File: src/rtl/sfifo_thresh.sv
// Synchronous FWFT FIFO with run-time almost-full/almost-empty thresholds and overflow/underflow reporting.
// Define SFIFO_STICKY_ERR_EN to make the error flags sticky until i_clr_err or reset.
module sfifo_thresh #(
    parameter int BW     = 8,
    parameter int LGFLEN = 4
) (
    input  logic              i_clk,
    input  logic              i_reset_n,
    input  logic              i_wr,
    input  logic [BW-1:0]     i_data,
    input  logic              i_rd,
    output logic [BW-1:0]     o_data,
    output logic              o_empty,
    output logic              o_full,
    output logic [LGFLEN:0]   o_fill,
    input  logic [LGFLEN:0]   i_af_level,
    input  logic [LGFLEN:0]   i_ae_level,
    output logic              o_almost_full,
    output logic              o_almost_empty,
    input  logic              i_clr_err,
    output logic              o_overflow,
    output logic              o_underflow
);

    localparam int DEPTH = 1 << LGFLEN;
    localparam logic [LGFLEN:0] DEPTH_V = {1'b1, {LGFLEN{1'b0}}};
    localparam logic [LGFLEN:0] PTR_ONE = {{LGFLEN{1'b0}}, 1'b1};

    logic [BW-1:0]   mem [DEPTH];
    logic [LGFLEN:0] wrAddr_q, wrAddr_d;
    logic [LGFLEN:0] rdAddr_q, rdAddr_d;
    logic [LGFLEN:0] fill;
    logic            isFull, isEmpty, wWr, wRd, ovfEv, unfEv;
    logic [BW-1:0]   memRd_q;
    logic [BW-1:0]   bypass_q, bypass_d;
    logic            bypassSel_q, bypassSel_d;
    logic            ovf_q, ovf_d;
    logic            unf_q, unf_d;

    always_comb begin
        fill     = wrAddr_q - rdAddr_q;
        isFull   = (fill == DEPTH_V);
        isEmpty  = (fill == '0);
        wWr      = i_wr && !isFull;
        wRd      = i_rd && !isEmpty;
        ovfEv    = i_wr && isFull && !wWr;
        unfEv    = i_rd && isEmpty;

        wrAddr_d = wrAddr_q;
        if (wWr) begin
            wrAddr_d = wrAddr_q + PTR_ONE;
        end
        rdAddr_d = rdAddr_q;
        if (wRd) begin
            rdAddr_d = rdAddr_q + PTR_ONE;
        end

        // The RAM read of an entry written this same edge would return stale data,
        // so a write landing on next cycle's head goes through the bypass register.
        bypassSel_d = wWr && (wrAddr_q == rdAddr_d);
        bypass_d    = bypassSel_d ? i_data : bypass_q;

`ifdef SFIFO_STICKY_ERR_EN
        ovf_d = ovfEv || (ovf_q && !i_clr_err);
        unf_d = unfEv || (unf_q && !i_clr_err);
`else
        ovf_d = ovfEv;
        unf_d = unfEv;
`endif
    end

`ifndef SFIFO_STICKY_ERR_EN
    logic unusedClrErr;
    assign unusedClrErr = i_clr_err;
`endif

    always_ff @(posedge i_clk) begin
        if (wWr) begin
            mem[wrAddr_q[LGFLEN-1:0]] <= i_data;
        end
    end

    always_ff @(posedge i_clk) begin
        if (!i_reset_n) begin
            memRd_q <= '0;
        end else begin
            memRd_q <= mem[rdAddr_d[LGFLEN-1:0]];
        end
    end

    always_ff @(posedge i_clk) begin
        if (!i_reset_n) begin
            wrAddr_q    <= '0;
            rdAddr_q    <= '0;
            bypass_q    <= '0;
            bypassSel_q <= 1'b0;
            ovf_q       <= 1'b0;
            unf_q       <= 1'b0;
        end else begin
            wrAddr_q    <= wrAddr_d;
            rdAddr_q    <= rdAddr_d;
            bypass_q    <= bypass_d;
            bypassSel_q <= bypassSel_d;
            ovf_q       <= ovf_d;
            unf_q       <= unf_d;
        end
    end

    assign o_data         = bypassSel_q ? bypass_q : memRd_q;
    assign o_fill         = fill;
    assign o_empty        = isEmpty;
    assign o_full         = isFull;
    assign o_almost_full  = (fill >= i_af_level);
    assign o_almost_empty = (fill <= i_ae_level);
    assign o_overflow     = ovf_q;
    assign o_underflow    = unf_q;

endmodule

File: config.mk
export PLATFORM = sky130hd
export DESIGN_NAME = sfifo_thresh
export DESIGN_NICKNAME = d
export VERILOG_FILES = /design/src/rtl/sfifo_thresh.sv
export SDC_FILE = /design/constraint.sdc
export NUM_CORES = 1
export LEC_CHECK = 0
export CORE_MARGIN = 2
export CORE_UTILIZATION = 35
export DETAILED_ROUTE_END_ITERATION = 8
export HOLD_SLACK_MARGIN = 0.06
export MAX_ROUTING_LAYER = met4
export PLACE_DENSITY = 0.51
export SLEW_MARGIN = 10
export SYNTH_ARGS = -nofsm -noshare
export SYNTH_HDL_FRONTEND = slang
export SYNTH_SLANG_ARGS = --single-unit
File: constraint.sdc
create_clock -name i_clk -period 5.2 [get_ports i_clk]
set_clock_uncertainty 0.2 [all_clocks]
set_input_delay 1.56 -clock i_clk [delete_from_list [all_inputs] [get_ports i_clk]]
set_output_delay 1.56 -clock i_clk [all_outputs]
set_load 0.05 [all_outputs]
==> results.md, run 1 <==
* Status: complete, no violations
* Row Count at 54
* Post-synth top area cell: edfxtp_1
* Setup WS post-layout at roughly 0.16 ns
* Total Wirelength at roughly 19 mm
* Nets at 632
* Reg2Reg Depth at 11
* Setup TNS at 0 ns
* Mapped cell area at 0.00782 mm2
* TritonCTS clock tree: yes
* Setup Crit Path Kind: input port to output port
* Fin crit share at 97.0%
* Final Hold Vio Count at 0
* Reg2reg setup slack at 0.82 ns
* Largest cells by area after synthesis: edfxtp_1 49%, mux4_2 14%, mux2i_1 7.6%
* Routed vias at ~4800
* Share of cells above drive strength 1 at 22.3%
* Total gr overflow at 0
* Clock sink count at 157
* Critical Path End Type: output port
* Clock Path Buffers at 2
* Prevailing post-synth register cell: edfxtp_1
* Crit Path Max Fanout at 2
* Max Cap Violations at 0
* Inst Count DP at 850
* Synth unique cells at 45
* Synth top area share at 49.2%
* DR WL/cell at 21.4 um
* Int Pwr at 0.00326 W
* DRC Markers at 0
* Mean Syn Cell Area at 14.6 um2
* # IOs at 42
* RSZ-0062 raised after global routing: no
* Area of the multi-input gates at 0.00322 mm2
* Crit path largest cell delay at ~0.45 ns
* Worst-Margin Slew at 0.882 ns
* RR Endpoint: mem[8][0]
* Buffers on Ports at 40
* Critical Path RT at 3.44 ns
* Share of total power in sequential cells at 29.2%
* Post-CTS Hold Buffers at 0
* Initial Util at 35.7%
* Max-slew headroom at 41.2%
* EDFF count, synth at 128
* Post-Syn Instances at 536
* Final Non-Filler Cells at 882
* Post-layout min period at 5.04 ns
* Most numerous cell in the Yosys netlist: edfxtp_1
* Max Freq at 198 MHz
* GRT Util Overall at 16.8%
* Initial DRC count at 363
* Crit path launch: i_ae_level[1]
* Slowest-stage cell, CP: clkdlybuf4s50_1
* Clock power share at 22.6%
* Ys Warns at 0
* P_sw at ~0.0020 W
* # diodes at 0
* Total CTS buffers at 17
* Critical Path Most Common Cell: nor2b_1
* Largest net degree at the start of global routing at 46
* HP Class: register to register
* Vias in the first global route at between 4000 and 5000
* Setup violators final at 0
* Leakage Power at ~3.1 nW
* Worst path cell trace: clkdlybuf4s50_1 -> inv_1 -> ha_1 -> nor2b_1 -> o21ai_0 -> nand2b_1 -> a21oi_1 -> nor2b_1 -> o22ai_1 -> buf_12
* DP Wirelength at about 12 mm
* Sequential area share after synthesis at 56.6%
* CTS Root Buffer Type: clkbuf_16
* Initial antenna violation count at 0
* Synth async-reset ratio at 0%
* Synth top cells by count: 128 x edfxtp_1, 59 x mux2i_1, 50 x mux4_2
* Die area at 0.0235 mm2
* Worst vdd ir at 0.224 mV
* Switching Share at 38.2%
* Worst reg2reg startpoint: wrAddr_q[0]
* Arrival @ worst endpoint at 3.28 ns
* Final ANT Viol Nets at 0
* First-pass DRT Iterations at 5
* Drt via density at 5.42
* Die X at around 150 um
* Syn_nets at 579
* Skew-Pair Late Insertion Delay at 0.42 ns
* Setup Slack @ Placement at 0.154 ns
* Type of origin of the critical path: input port
* Die height at between 150 and 200 um
* GP Congestion at slightly below 0.8
* Power share of the combinational group at 48.2%
* # H-tree levels at 4
* Global-route wire length before repair at 28.7 mm
* Setup crit end: o_almost_empty
* FILL cells at 1991
* P per Cell Area at 572 mW/mm2
* Area of the core at 0.0219 mm2
* Worst-path clk slew at 0.06 ns
* Register area at 0.00443 mm2
* Seq cells post-synth at 157
* Max-slew violations at 0
* Area grow syn2layout at 18.2%
[state kept, by name (all words and copies together), names as in the netlist]
register     cells
bypassSel_q      1
bypass_q         8
mem            128
memRd_q          8
o_overflow       1
o_underflow      1
rdAddr_q         5
wrAddr_q         5
[placed cells by master (no fill, tap or decap), drive strengths merged, types with 5 or more instances in the layout]
cell / n
a21oi: 14
a32o: 7
buf: 29
clkbuf: 21
clkdlybuf4s50: 36
clkinv: 5
clkinvlp: 5
dfxtp: 29
edfxtp: 128
ha: 19
inv: 19
mux2: 11
mux2i: 59
mux4: 50
nand2: 47
nand2b: 7
nand3: 5
nor2: 31
nor2b: 8
nor3: 7
o21ai: 14
o22ai: 5
xnor2: 7
xor2: 7
[logic make-up (layout without fill, tap and decap cells)]
logic type	count (synthesis)	in the layout	share of synthesized area (%)
AO/OA/AOI/OAI	52	52	4.74
XOR/XNOR	14	14	2.00
adder cells (fa/ha/maj)	20	20	3.30
buffers and inverters	51	117	2.56
flip-flops	157	157	56.6
multiplexers	120	120	23.5
AND/OR/NAND/NOR	122	122	7.25
[metrics by stage]
stage | total power [W] | util [%] | hold slack [ns] | cell area [um2]
floorplan | 0.00340 | - | 0.231 | 7830
global placement | 0.00410 | 39.6 | 0.240 | 8670
detailed placement | 0.00413 | 39.6 | 0.248 | 8670
CTS | 0.00533 | 42.2 | 0.258 | 9240
global route | 0.00555 | 42.2 | 0.283 | 9240
finish | 0.00528 | 42.2 | 0.256 | 9240
[timing repair]
| item | CTS | global route |
|---|---|---|
| setup endpoints to repair | 0 | 1 |
| resized for setup | 0 | 2 |
| setup buffers | 0 | 0 |
[power by group through the flow]
stage,Combinational [W],Clock [W],Sequential (W)
final,0.00254,0.00119,0.00154
after global routing,0.00272,0.00127,0.00156
after CTS,0.00257,0.00122,0.00154
after detailed placement,0.00256,0,0.00157
after global placement,0.00254,0,0.00156
after floorplan,0.00184,0,0.00155
[cell type report]
cell class / instances / area share (%)
Clock buffer: 21 / 4.77
Tap cell: 280 / 3.79
Clock inverter: 11 / 1.30
Multi-Input combinational cell: 328 / 34.8
Timing Repair Buffer: 65 / 6.53
Inverter: 20 / 0.813
Sequential cell: 157 / 48.0
[per-layer routing]
metal,vias to the layer above,track usage [%],wire length [um]
met5,-,-,0
met4,0,4.98,261
met3,17,3.43,944
met2,127,25.5,8740
met1,2461,23.1,8920
li1,2173,-,-
[worst min-delay path by stage]
| stage | startpoint | end | slack [ns] | cells past startpoint |
|---|---|---|---|---|
| global route | bypass_q[3] | bypass_q[3] | 0.28 | 2 |
| detailed placement | bypass_q[7] | bypass_q[7] | 0.25 | 2 |
| CTS | bypass_q[7] | bypass_q[7] | 0.26 | 2 |
| finish | bypass_q[7] | bypass_q[7] | 0.26 | 2 |
| global placement | bypass_q[2] | bypass_q[2] | 0.24 | 2 |
| floorplan | bypass_q[0] | bypass_q[0] | 0.23 | 2 |
[critical path, delay by kind of cell]
kind	cells	cell delay, ns
buffers and inverters	3	0.67
AO/OA/AOI/OAI	3	0.50
adder cells (fa/ha/maj)	1	0.28
AND/OR/NAND/NOR	3	0.27
(Power assumes the default switching activity.)
==> inputs of run 2 (changes only) <==
- CAP_MARGIN: default -> 20
==> results of run 2 <==
Final layout, timing and power as in run 1 (identical DEF).
